## src/rtl/unary_add_digit_if.sv

```systemverilog
// ---------------------------------------------------------------------------
// unary_add_digit_if
//   Bundles the control, unary data and status signals of one unary adder
//   digit so that chained digits and their drivers connect through one port.
//
//   Parameters
//     NCH : number of unary input lanes
//     CW  : width of the residual count
//
//   Signals
//     en       clock enable for the digit
//     clr      synchronous clear (acts only while en=1)
//     mode     0 = accumulate, 1 = emit
//     din      NCH unary input pulses, one bit per lane
//     cin      carry in from the lower digit (only with UNARY_ADD_CIN_EN)
//     dout     serial unary output pulse train
//     carry    one-cycle wrap pulse
//     done     one-cycle end-of-emit pulse
//     count_o  residual count, always below the modulus
//
//   Modports
//     master : drives en/clr/mode/din/cin, observes the outputs
//     slave  : the digit itself
//
//   Optional feature macro: UNARY_ADD_CIN_EN adds the cin signal.
// ---------------------------------------------------------------------------
`timescale 1ns/1ps

interface unary_add_digit_if #(
  parameter int NCH = 2,
  parameter int CW  = 4
);
  logic           en;
  logic           clr;
  logic           mode;
  logic [NCH-1:0] din;
`ifdef UNARY_ADD_CIN_EN
  logic           cin;
`endif
  logic           dout;
  logic           carry;
  logic           done;
  logic [CW-1:0]  count_o;

  modport master (
    output en,
    output clr,
    output mode,
    output din,
`ifdef UNARY_ADD_CIN_EN
    output cin,
`endif
    input  dout,
    input  carry,
    input  done,
    input  count_o
  );

  modport slave (
    input  en,
    input  clr,
    input  mode,
    input  din,
`ifdef UNARY_ADD_CIN_EN
    input  cin,
`endif
    output dout,
    output carry,
    output done,
    output count_o
  );
endinterface

```

## src/rtl/unary_add_digit.sv

```systemverilog
// ---------------------------------------------------------------------------
// unary_add_digit
//   One radix-MOD digit of a unary (pulse-count) adder.
//   Accumulate phase (mode=0): every enabled cycle the number of set lanes
//   of din (plus cin when enabled) is added to the residual count modulo MOD;
//   a wrap produces a one-cycle carry pulse, which feeds cin of the next
//   digit up the chain.
//   Emit phase (mode=1): the residual count is replayed on dout as a run of
//   consecutive '1' cycles, one per unit, followed by a single done pulse,
//   after which the digit parks in HOLD until mode returns to 0.
//
//   The lane count NCH must stay below the modulus (which is at least 2),
//   and the count width CW must hold the modulus plus NCH plus one.
//
//   Clocking is on the rising edge of clk with an asynchronous active-low
//   rst_n; all control, data and status travel on the unary_add_digit_if
//   slave modport, and every output is a flop.
//
//   With UNARY_ADD_CIN_EN the cin input adds one unit in the accumulate
//   phase; without it the increment is the popcount of din only.
// ---------------------------------------------------------------------------
`timescale 1ns/1ps

module unary_add_digit #(
  parameter int NCH = 2,
  parameter int MOD = 10,
  parameter int CW  = 4
) (
  input logic              clk,
  input logic              rst_n,
  unary_add_digit_if.slave bus
);

  localparam logic [1:0] ST_ACC  = 2'd0;
  localparam logic [1:0] ST_EMIT = 2'd1;
  localparam logic [1:0] ST_HOLD = 2'd2;

  localparam logic [CW-1:0] MOD_C  = CW'(MOD);
  localparam logic [CW-1:0] ZERO_C = {CW{1'b0}};
  localparam logic [CW-1:0] ONE_C  = {{(CW-1){1'b0}}, 1'b1};

  // Number of set bits on the lane vector, as a count-width value.
  function automatic logic [CW-1:0] popcount(input logic [NCH-1:0] v);
    logic [CW-1:0] n;
    n = ZERO_C;
    for (int i = 0; i < NCH; i++) begin
      n = n + {{(CW-1){1'b0}}, v[i]};
    end
    return n;
  endfunction

  logic [1:0]    state_q, state_d;
  logic [CW-1:0] count_q, count_d;
  logic          dout_q,  dout_d;
  logic          carry_q, carry_d;
  logic          done_q,  done_d;

  logic [CW-1:0] inc_s;
  logic [CW-1:0] sum_s;

  // Increment and unwrapped sum for the accumulate phase; CW is sized so the
  // sum cannot overflow, and NCH+1 <= MOD guarantees at most one wrap.
  always_comb begin
`ifdef UNARY_ADD_CIN_EN
    inc_s = popcount(bus.din) + {{(CW-1){1'b0}}, bus.cin};
`else
    inc_s = popcount(bus.din);
`endif
    sum_s = count_q + inc_s;
  end

  // Next-state logic: enable gates everything, clear beats the FSM, and the
  // pulse outputs default low so they last exactly one enabled cycle.
  always_comb begin
    state_d = state_q;
    count_d = count_q;
    dout_d  = dout_q;
    carry_d = 1'b0;
    done_d  = 1'b0;

    if (!bus.en) begin
      // Frozen: state, count and dout keep their values; pulses drop.
      state_d = state_q;
      count_d = count_q;
      dout_d  = dout_q;
    end else if (bus.clr) begin
      state_d = ST_ACC;
      count_d = ZERO_C;
      dout_d  = 1'b0;
    end else begin
      case (state_q)
        ST_ACC: begin
          dout_d = 1'b0;
          if (bus.mode) begin
            // Switching to emit: this cycle's din/cin are dropped.
            state_d = ST_EMIT;
          end else if (sum_s >= MOD_C) begin
            count_d = sum_s - MOD_C;
            carry_d = 1'b1;
          end else begin
            count_d = sum_s;
          end
        end
        ST_EMIT: begin
          if (!bus.mode) begin
            // Abort keeps the residual count for further accumulation.
            state_d = ST_ACC;
            dout_d  = 1'b0;
          end else if (count_q != ZERO_C) begin
            dout_d  = 1'b1;
            count_d = count_q - ONE_C;
          end else begin
            dout_d  = 1'b0;
            done_d  = 1'b1;
            state_d = ST_HOLD;
          end
        end
        ST_HOLD: begin
          dout_d  = 1'b0;
          count_d = ZERO_C;
          if (!bus.mode) begin
            state_d = ST_ACC;
          end else begin
            state_d = ST_HOLD;
          end
        end
        default: begin
          state_d = ST_ACC;
          count_d = ZERO_C;
          dout_d  = 1'b0;
        end
      endcase
    end
  end

  // State and output registers with asynchronous active-low reset.
  always_ff @(posedge clk or negedge rst_n) begin
    if (!rst_n) begin
      state_q <= ST_ACC;
      count_q <= ZERO_C;
      dout_q  <= 1'b0;
      carry_q <= 1'b0;
      done_q  <= 1'b0;
    end else begin
      state_q <= state_d;
      count_q <= count_d;
      dout_q  <= dout_d;
      carry_q <= carry_d;
      done_q  <= done_d;
    end
  end

  assign bus.dout    = dout_q;
  assign bus.carry   = carry_q;
  assign bus.done    = done_q;
  assign bus.count_o = count_q;

endmodule

```

## src/flat_wrapper.sv

```systemverilog
// flat-port wrapper written by rule: the top's interface ports become plain ports
module unary_add_digit_flat 
#(
  parameter int NCH = 2,
  parameter int MOD = 10,
  parameter int CW  = 4
)
  (clk, rst_n, bus_en, bus_clr, bus_mode, bus_din, bus_dout, bus_carry, bus_done, bus_count_o);
  unary_add_digit_if #(.NCH(NCH), .CW(CW)) bus_i ();
  input logic clk;
  input logic rst_n;
  input wire logic [$bits(bus_i.en)-1:0] bus_en;
  input wire logic [$bits(bus_i.clr)-1:0] bus_clr;
  input wire logic [$bits(bus_i.mode)-1:0] bus_mode;
  input wire logic [$bits(bus_i.din)-1:0] bus_din;
  output wire logic [$bits(bus_i.dout)-1:0] bus_dout;
  output wire logic [$bits(bus_i.carry)-1:0] bus_carry;
  output wire logic [$bits(bus_i.done)-1:0] bus_done;
  output wire logic [$bits(bus_i.count_o)-1:0] bus_count_o;
  assign bus_i.en = bus_en;
  assign bus_i.clr = bus_clr;
  assign bus_i.mode = bus_mode;
  assign bus_i.din = bus_din;
  assign bus_dout = bus_i.dout;
  assign bus_carry = bus_i.carry;
  assign bus_done = bus_i.done;
  assign bus_count_o = bus_i.count_o;
  unary_add_digit #(.NCH(NCH), .MOD(MOD), .CW(CW)) u_core (.clk(clk), .rst_n(rst_n), .bus(bus_i));
endmodule
```

## config.mk

```make
export PLATFORM = sky130hd
export DESIGN_NAME = unary_add_digit_flat
export DESIGN_NICKNAME = d
export VERILOG_FILES = /design/src/rtl/unary_add_digit_if.sv /design/src/rtl/unary_add_digit.sv /design/src/flat_wrapper.sv
export SDC_FILE = /design/constraint.sdc
export NUM_CORES = 1
export LEC_CHECK = 0
export ABC_AREA = 1
export ABC_CLOCK_PERIOD_IN_PS = 1800
export BUFFER_PORTS_ARGS = -buffer_cell sky130_fd_sc_hd__buf_2
export CAP_MARGIN = 0
export CORE_AREA = 2 2 49 51
export CTS_CLUSTER_SIZE = 28
export DETAILED_ROUTE_END_ITERATION = 16
export DIE_AREA = 0 0 51 53
export PLACE_DENSITY = 0.62
export SYNTH_ARGS = -nofsm -noshare
export SYNTH_HDL_FRONTEND = slang
export SYNTH_SLANG_ARGS = --single-unit
```

## constraint.sdc

```tcl
create_clock -name clk -period 1.8 [get_ports clk]
set_input_delay 0.36 -clock clk [delete_from_list [all_inputs] [get_ports clk]]
set_output_delay 0.36 -clock clk [all_outputs]
set_load 0.03 [all_outputs]
```

After elaboration in Yosys (flattened, before gate mapping)

Index checks and enable logic that the tools add are counted.

Add/sub/neg operators: 4
$lt $le $gt $ge: 1
Equal/unequal tests: 7
Multiplexer cells: 26
Reductions and logical operators: 4

Operator list:

| operator              | number |
|---|---|
| $mux W4               | 5 |
| $mux W1               | 14 |
| $mux W2               | 5 |
| $ne A3 B3 Y1 const B  | 3 |
| $pmux W4 S2           | 1 |
| $pmux W2 S3           | 1 |
| $add A4 B4 Y4         | 1 |
| $ge A4 B4 Y1 const B  | 1 |
| $ne A4 B4 Y1 const B  | 1 |
| $reduce_and A4 Y1     | 1 |
| $reduce_bool A4 Y1    | 1 |
| $sub A4 B1 Y4 const B | 1 |
| $sub A4 B4 Y4 const B | 1 |
| $ne A3 B2 Y1 const B  | 1 |
| $reduce_and A3 Y1     | 1 |
| $add A1 B1 Y2         | 1 |
| $eq A2 B1 Y1 const B  | 1 |
| $eq A2 B2 Y1 const B  | 1 |
| $logic_not A2 Y1      | 1 |

Bits in registers: 9
Input port bits: 7
Output and inout bits: 7
Word-level logic and storage cells: 47

Depth between registers and ports, before layout

Gate-level depths: netlist of run 1.

Depth in word-level cells: 8
Mapped depth: 15
Mapped depth without buffers: 15

Worst setup path before layout of run 1

OpenSTA, ideal clock, no wires.

Kind: in2reg
From: input port bus_din[0]
To: register u_core.count_q[2], in the netlist u_core.bus.count_o[2]
Library setup time: 0.118 ns
Arrival time: 2.028 ns
Required time: 1.682 ns
Slack: -0.345 ns
Cell stages on the path: 15
Path buffers: 0
Cells stage by stage: ha_1 > ha_1 > fa_1 > inv_1 > nand2_1 > nand2_1 > inv_2 > ha_1 > nand3_1 > nand2_1 > inv_1 > nand2_1 > nand2_1 > nand2_1 > nand2_1

Word-level cells in the longest chain between the ends: 7
Elaborated cells between the ends (all ways): 8
Those cells by class: add/sub: 3; order compare: 1; mux: 4

Ends and longest elaborated chain:

| item                                          | line                                         | source |
|---|---|---|
| start: declaration                            | flat_wrapper.sv:15                           | `input wire logic [$bits(bus_i.din)-1:0] bus_din;` |
| $add A1 B1 Y2 (*)                             | unary_add_digit.sv:47                        | `n = n + {{(CW-1){1'b0}}, v[i]};` |
| $add A4 B4 Y4 (*)                             | unary_add_digit.sv:69                        | `sum_s = count_q + inc_s;` |
| $sub A4 B4 Y4 or $ge A4 B4 Y1 (tied branches) | unary_add_digit.sv:98, unary_add_digit.sv:97 |  |
| $mux W4 (*)                                   | unary_add_digit.sv:97                        | `end else if (sum_s >= MOD_C) begin` |
| $mux W4 (*)                                   | unary_add_digit.sv:94                        | `if (bus.mode) begin` |
| $pmux W4 S2 (*)                               | unary_add_digit.sv:91                        | `case (state_q)` |
| $mux W4 (*)                                   | unary_add_digit.sv:86                        | `end else if (bus.clr) begin` |
| end signal: assignment                        | unary_add_digit.sv:146                       | `count_q <= count_d;` |
| end: declaration                              | unary_add_digit.sv:53                        | `logic [CW-1:0] count_q, count_d;` |

Mark *: on every way between the ends. The rest lies on a longest branch, timed or not. The select of a mux whose other input is x is not followed.
A chain may end at the register's enable or synchronous reset.

Final worst setup path of run 1

From: register u_core.count_q[0], in the netlist u_core.bus.count_o[0]
To: register u_core.count_q[2], in the netlist u_core.bus.count_o[2]

Word-level cells in the longest chain between the ends: 6
Elaborated cells between the ends (all ways): 13
Those cells by class: add/sub: 3; order compare: 1; eq/ne: 1; mux: 6; reduce/logical: 2

Ends and longest elaborated chain:

| item                                          | line |
|---|---|
| $add A4 B4 Y4                                 | unary_add_digit.sv:69 |
| $sub A4 B4 Y4 or $ge A4 B4 Y1 (tied branches) | unary_add_digit.sv:98, unary_add_digit.sv:97 |
| $mux W4                                       | unary_add_digit.sv:97 |
| $mux W4                                       | unary_add_digit.sv:94 |
| $pmux W4 S2                                   | unary_add_digit.sv:91 |
| $mux W4                                       | unary_add_digit.sv:86 |

Parallel ways exist; a longest one is shown, timed or not. The select of a mux whose other input is x is not followed.

==> flow_summary_export.csv, run 1 <==
group,metric,value,unit
worst_setup_path,rr_endpoint,"u_core.bus.count_o[2]",
floorplan,ios,14,
timing,setup_viol,1,
clocking,cts-root-buf,"clkbuf_4",
clocking,cts_tree,"yes",
synthesis,seq_area_frac_synth,30.7,%
routing,ant_nets,0,
floorplan,rows,17,
worst_setup_path,path_max_fanout,3,
global_route,antenna_found_initial,0,
power_and_ir_drop,p_clk_share,12.6,%
routing,drc,0,
synthesis,syn_nets,116,
global_route,grt_usage,12.5,%
synthesis,synth_cells,100,
global_route,grt_overflow,0,
floorplan,die_area,2700,sq um
worst_hold_path,hold_path_class,"input port to flop",
clocking,cts_buffers,3,
worst_setup_path,rr_worst_depth,11,
placed_design,placed_cells,146,
synthesis,synth.avg_cell_area,7.34,sq um
power_and_ir_drop,comb_power_share,64.7,%
timing,rsz0062_at_grt,"true",
routing,num_vias,717,
routing,postRouteWirelength,1550,um
power_and_ir_drop,intPower,716,uW
timing,maxSlewViolCount,0,
outcome,violations,"negative setup slack",
placed_design,dp_hpwl,1240,um
clocking,ctsLongestPathBuffers,2,
routing,drt_iter0_drc,8,
timing,finalHoldViolations,0,
floorplan,initial_core_util,34.2,%
floorplan,core_area,2150,sq um
power_and_ir_drop,seq_power_share,22.7,%
finish,antennaDiodeCount,0,
worst_setup_path,worstPathRequired,1970,ps
global_route,grt_max_degree,10,
worst_setup_path,cp-startpoint,"u_core.bus.count_o[0]",
worst_setup_path,cp.arrival,2060,ps
synthesis,ys_warn_count,0,
floorplan,die_width,51,um
timing,holdWs,301,ps
finish,fill_cells,214,
worst_setup_path,r2r-start,"u_core.bus.count_o[0]",
finish,nNetsFinal,144,
flow_run,cap_violations,0,
power_and_ir_drop,p_leak,0.000547,uW
outcome,status,"complete, but fails checks",
timing,skew,4.15,ps
worst_setup_path,critPathCapture,"u_core.bus.count_o[2]",
clocking,cts.sinks,9,
worst_setup_path,regToRegSetupSlack,-90,ps
worst_setup_path,endpoint_kind,"flop",
routing,wire_per_inst,10.0,um
finish,seqCellArea,226,sq um
power_and_ir_drop,vdd_ir_drop_max,0.650,mV
clocking,path_clk_slew,60,ps
finish,drive_above_1_share,40.9,%
worst_setup_path,start_kind,"flop",
clocking,insertion_delay,270,ps
synthesis,synth_area,734,sq um
finish,most-common-layout-cells,"29 x nand2_1, 12 x inv_1, 12 x buf_2",
placed_design,globalplace.congestion,0.739,
routing,firstDrtPassIters,4,
placed_design,portBuffers,13,
clocking,htreeDepth,1,
global_route,grt_pass1_wl,2460,um
timing,fin_crit_sh,105,%
power_and_ir_drop,switchingPower,597,uW
synthesis,ys_types,22,
finish,mostFrequentLayoutCell,"nand2_1",
routing,via_per_inst,4.63,
power_and_ir_drop,swShare,45.5,%
finish,instances_no_fill,155,
timing,clock.fmax,530,MHz
synthesis,ys_seq_elements,9,
finish,multi_input_area,499,sq um
power_and_ir_drop,pwr_density_cell,1300,nW/um^2
finish,area_growth,37.6,%
floorplan,die_y,53,um
timing,fin_ws,-87.5,ps
worst_setup_path,worst-setup-path-type,"flop to flop",
timing,slew_headroom,78.4,%
timing,min_period,1890,ps
global_route,grt_pass1_vias,631,
timing,tightest_slew,324,ps
area by class of cell:
class,count,share of cell area (%)
clock buffer,4,2.60
sequential,9,22.4
tap,28,3.47
multi-input combinational,71,49.4
inverter,20,7.43
timing repair buffer,23,14.7
cells in the mapped netlist (all sizes together):
cell    n  area (sq um)
nand2  32           123
inv    20          75.1
nand3  15          97.6
dfrtp   9           225
ha      8           100
o21ai   3          15.0
a21oi   2          13.8
nor2    2          15.0
nor4    2          12.5
or2     2          12.5
fa      1          20.0
nand4   1          6.26
nor3    1          5.00
o21a    1          7.51
o22ai   1          6.26
cells by family after synthesis:
kind of cell / share of synthesized area (%)
AND/OR/NAND/NOR: 37.0
flip-flops: 30.7
buffers and inverters: 10.2
adder cells (fa/ha/maj): 16.4
AO/OA/AOI/OAI: 5.79
metrics by stage:
| stage | area (sq um) | TNS [ps] | worst slack [ps] | util, % | power, uW |
|---|---|---|---|---|---|
| after CTS | 968 | -82.5 | -82.5 | 45.1 | 1250 |
| after floorplan | 781 | -297 | -209 | - | 843 |
| after global placement | 918 | -1130 | -370 | 42.7 | 1050 |
| after global routing | 1010 | -255 | -185 | 47.1 | 1420 |
| final | 1010 | -87.5 | -87.5 | 47.1 | 1310 |
| after detailed placement | 918 | -1150 | -394 | 42.7 | 1050 |
worst min-delay path by stage:
stage,end,slack [ps],start,depth (start not counted)
3_5_place_dp,u_core.state_q[1],230,rst_n,1
2_1_floorplan,u_core.bus.carry,60,rst_n,0
4_1_cts,u_core.bus.carry,290,bus_mode,2
6_report,u_core.bus.carry,300,bus_mode,2
5_1_grt,u_core.bus.carry,300,bus_mode,2
3_3_place_gp,u_core.state_q[1],230,rst_n,1
sequential cells by signal, indices dropped and copies added, names as in the netlist:
register,count
u_core.bus.count_o,4
u_core.bus.dout,1
u_core.bus.done,1
u_core.bus.carry,1
u_core.state_q,2
power groups by stage:
| stage | clock network (uW) | logic (uW) | registers (uW) |
|---|---|---|---|
| 2_1_floorplan | 0 | 469 | 373 |
| 3_3_place_gp | 0 | 747 | 299 |
| 3_5_place_dp | 0 | 756 | 299 |
| 4_1_cts | 169 | 784 | 294 |
| 5_1_grt | 179 | 937 | 306 |
| 6_report | 165 | 850 | 299 |
critical path, stage by stage, from the launching register on:
cell and delay (ps):
dfrtp_2 420, ha_4 170, fa_2 550, inv_2 60
ha_4 260, nand3_2 60, nand2_1 60, inv_1 40
nand2_1 40, nand2_1 40, nand2_1 50, nand2_1 40
metal layers:
| metal | part of all wire [%] | routed length (um) | track usage (%) | up-vias |
|---|---|---|---|---|
| met5 | 0 | 0 | 0 | - |
| met4 | 2.3 | 35 | 8.11 | 0 |
| met3 | 3.7 | 58 | 2.54 | 5 |
| met2 | 49 | 754 | 21.0 | 13 |
| met1 | 45 | 703 | 14.4 | 324 |
| li1 | - | - | - | 375 |
timing repair:
action,4_1_cts,5_1_grt
hold buffers,1,0
resized for setup,1,6
buffers inserted,1,3
setup endpoints to repair,1,3
pin swaps,4,4
hold endpoints to repair,9,0
No activity file was read; power rests on OpenSTA's default activity.
==> run 2: changes to the inputs <==
--- a/config.mk
+++ b/config.mk
@@ -14,6 +14,7 @@
 export DETAILED_ROUTE_END_ITERATION = 16
 export DIE_AREA = 0 0 51 53
 export PLACE_DENSITY = 0.62
+export SETUP_SLACK_MARGIN = 0.02
 export SYNTH_ARGS = -nofsm -noshare
 export SYNTH_HDL_FRONTEND = slang
 export SYNTH_SLANG_ARGS = --single-unit
==> flow_summary_export.csv, run 2 (same netlist as run 1, synthesis figures left out) <==
group,metric,value,unit
timing,fin_crit_sh,104,%
floorplan,core_area,2150,sq um
worst_setup_path,cp.arrival,2030,ps
power_and_ir_drop,intPower,692,uW
worst_hold_path,hp-start,"bus_mode",
global_route,grt_pass1_vias,624,
timing,slew_headroom,77.7,%
finish,nNetsFinal,142,
global_route,grt_usage,13.0,%
timing,finalHoldViolations,0,
clocking,cts_buffers,3,
clocking,cts-root-buf,"clkbuf_4",
worst_setup_path,regToRegSetupSlack,-60,ps
routing,ant_nets,0,
timing,setup_viol,1,
power_and_ir_drop,pwr_density_cell,1290,nW/um^2
floorplan,ios,14,
power_and_ir_drop,p_leak,0.000534,uW
power_and_ir_drop,seq_power_share,23.6,%
finish,instances_no_fill,153,
timing,clock.fmax,536,MHz
worst_hold_path,hold_path_class,"input port to flop",
worst_setup_path,worst-setup-path-type,"input port to flop",
timing,tightest_slew,335,ps
finish,antennaDiodeCount,0,
finish,fill_cells,225,
global_route,grt_max_degree,10,
worst_hold_path,hold-path-endpoint,"u_core.bus.carry",
routing,wire_per_inst,10.2,um
placed_design,placed_cells,146,
power_and_ir_drop,fin_total_pwr,1280,uW
timing,skew,4.30,ps
outcome,violations,"negative setup slack",
power_and_ir_drop,p_clk_share,12.8,%
worst_setup_path,worstPathRequired,1970,ps
outcome,status,"complete, but fails checks",
floorplan,die_area,2700,sq um
placed_design,dp_hpwl,1270,um
finish,mostFrequentLayoutCell,"nand2_1",
floorplan,rows,17,
routing,firstDrtPassIters,4,
power_and_ir_drop,comb_power_share,63.7,%
clocking,path_clk_slew,60,ps
clocking,htreeDepth,1,
power_and_ir_drop,switchingPower,585,uW
power_and_ir_drop,swShare,45.8,%
worst_setup_path,rr_worst_depth,11,
worst_hold_path,holdPathStages,2,
clocking,ctsLongestPathBuffers,2,
worst_setup_path,endpoint_kind,"flop",
timing,min_period,1860,ps
clocking,cts_tree,"yes",
floorplan,die_width,51,um
clocking,cts.sinks,9,
worst_setup_path,rr_endpoint,"u_core.bus.count_o[2]",
floorplan,initial_core_util,34.2,%
routing,drt_iter0_drc,7,
placed_design,globalplace.congestion,0.782,
global_route,grt_overflow,0,
power_and_ir_drop,vdd_ir_drop_max,0.607,mV
timing,fin_ws,-64.9,ps
routing,via_per_inst,4.56,
global_route,antenna_found_initial,0,
finish,utilization,46.1,%
routing,postRouteWirelength,1560,um
finish,area_growth,34.9,%
timing,rsz0062_at_grt,"true",
finish,most-common-layout-cells,"29 x nand2_1, 13 x buf_2, 12 x inv_1",
placed_design,portBuffers,13,
timing,holdWs,295,ps
floorplan,die_y,53,um
worst_setup_path,r2r-start,"u_core.bus.count_o[0]",
global_route,grt_pass1_wl,2510,um
routing,drc,0,
worst_setup_path,path_max_fanout,3,
clocking,insertion_delay,270,ps
finish,largest_reg_flops,4,
flow_run,cap_violations,0,
finish,drive_above_1_share,40.0,%
timing,maxSlewViolCount,0,
worst_setup_path,start_kind,"input port",
routing,num_vias,698,
[run 2: cell count changes in the layout (fill, tap and decap cells not counted)]
cell     change
nand3_1      +1
buf_4        -2
nor4_2       +1
nand3_2      -1
nor4_1       -1
buf_2        +1
buf_6        -1
[run 2: area by class of cell]
class                           count  area, sq um  area share [%]
Timing Repair Buffer               21          128            12.9
Clock buffer                        4         26.3            2.65
Multi-Input combinational cell     71          500            50.5
Sequential cell                     9          226            22.9
Inverter                           20         75.1            7.58
Tap cell                           28         35.0            3.54
[run 2: worst max path at each step]
stage | from | endpoint | slack, ps
after floorplan | bus_din[0] | u_core.bus.count_o[2] | -210
after CTS | u_core.bus.count_o[0] | u_core.bus.count_o[2] | -80
after global routing | u_core.bus.count_o[0] | u_core.bus.count_o[2] | -180
final | bus_din[0] | u_core.bus.count_o[2] | -60
after global placement | bus_din[0] | u_core.bus.count_o[2] | -370
after detailed placement | bus_din[0] | u_core.bus.count_o[2] | -380
[run 2: worst max-delay path, cell delays in order]
cell	delay [ps]
buf_2	110
ha_4	240
ha_4	160
fa_2	530
inv_2	60
ha_4	250
nand3_2	60
nand2_1	60
inv_1	30
nand2_1	40
nand2_1	40
nand2_1	50
nand2_1	40
[run 2: routing by layer]
layer	up-vias	global-route usage [%]	routed length, um
met5	-	0	0
met2	12	21.9	769
met1	311	14.7	693
met3	5	2.54	54
li1	370	-	-
met4	0	9.46	45
[run 2: metrics by stage]
stage          setup slack, ps  instance area, sq um  setup TNS, ps
2_1_floorplan             -209                   781           -297
3_3_place_gp              -366                   918          -1100
3_5_place_dp              -376                   918          -1140
4_1_cts                  -75.6                   962          -75.6
5_1_grt                   -182                   991           -293
6_report                 -64.9                   991          -64.9
[run 2: power by group through the flow]
| stage | clock network (uW) | logic (uW) | registers, uW |
|---|---|---|---|
| floorplan | 0 | 469 | 373 |
| global placement | 0 | 745 | 298 |
| detailed placement | 0 | 758 | 303 |
| CTS | 169 | 785 | 298 |
| global route | 181 | 903 | 308 |
| finish | 163 | 813 | 301 |
[run 2: timing repair]
action	4_1_cts	5_1_grt
pin swaps	2	3
endpoints found under the setup margin	4	4
hold buffers	1	0
endpoints found under the hold margin	9	0
resized for setup	0	6
setup buffers	1	1
gates cloned	0	0
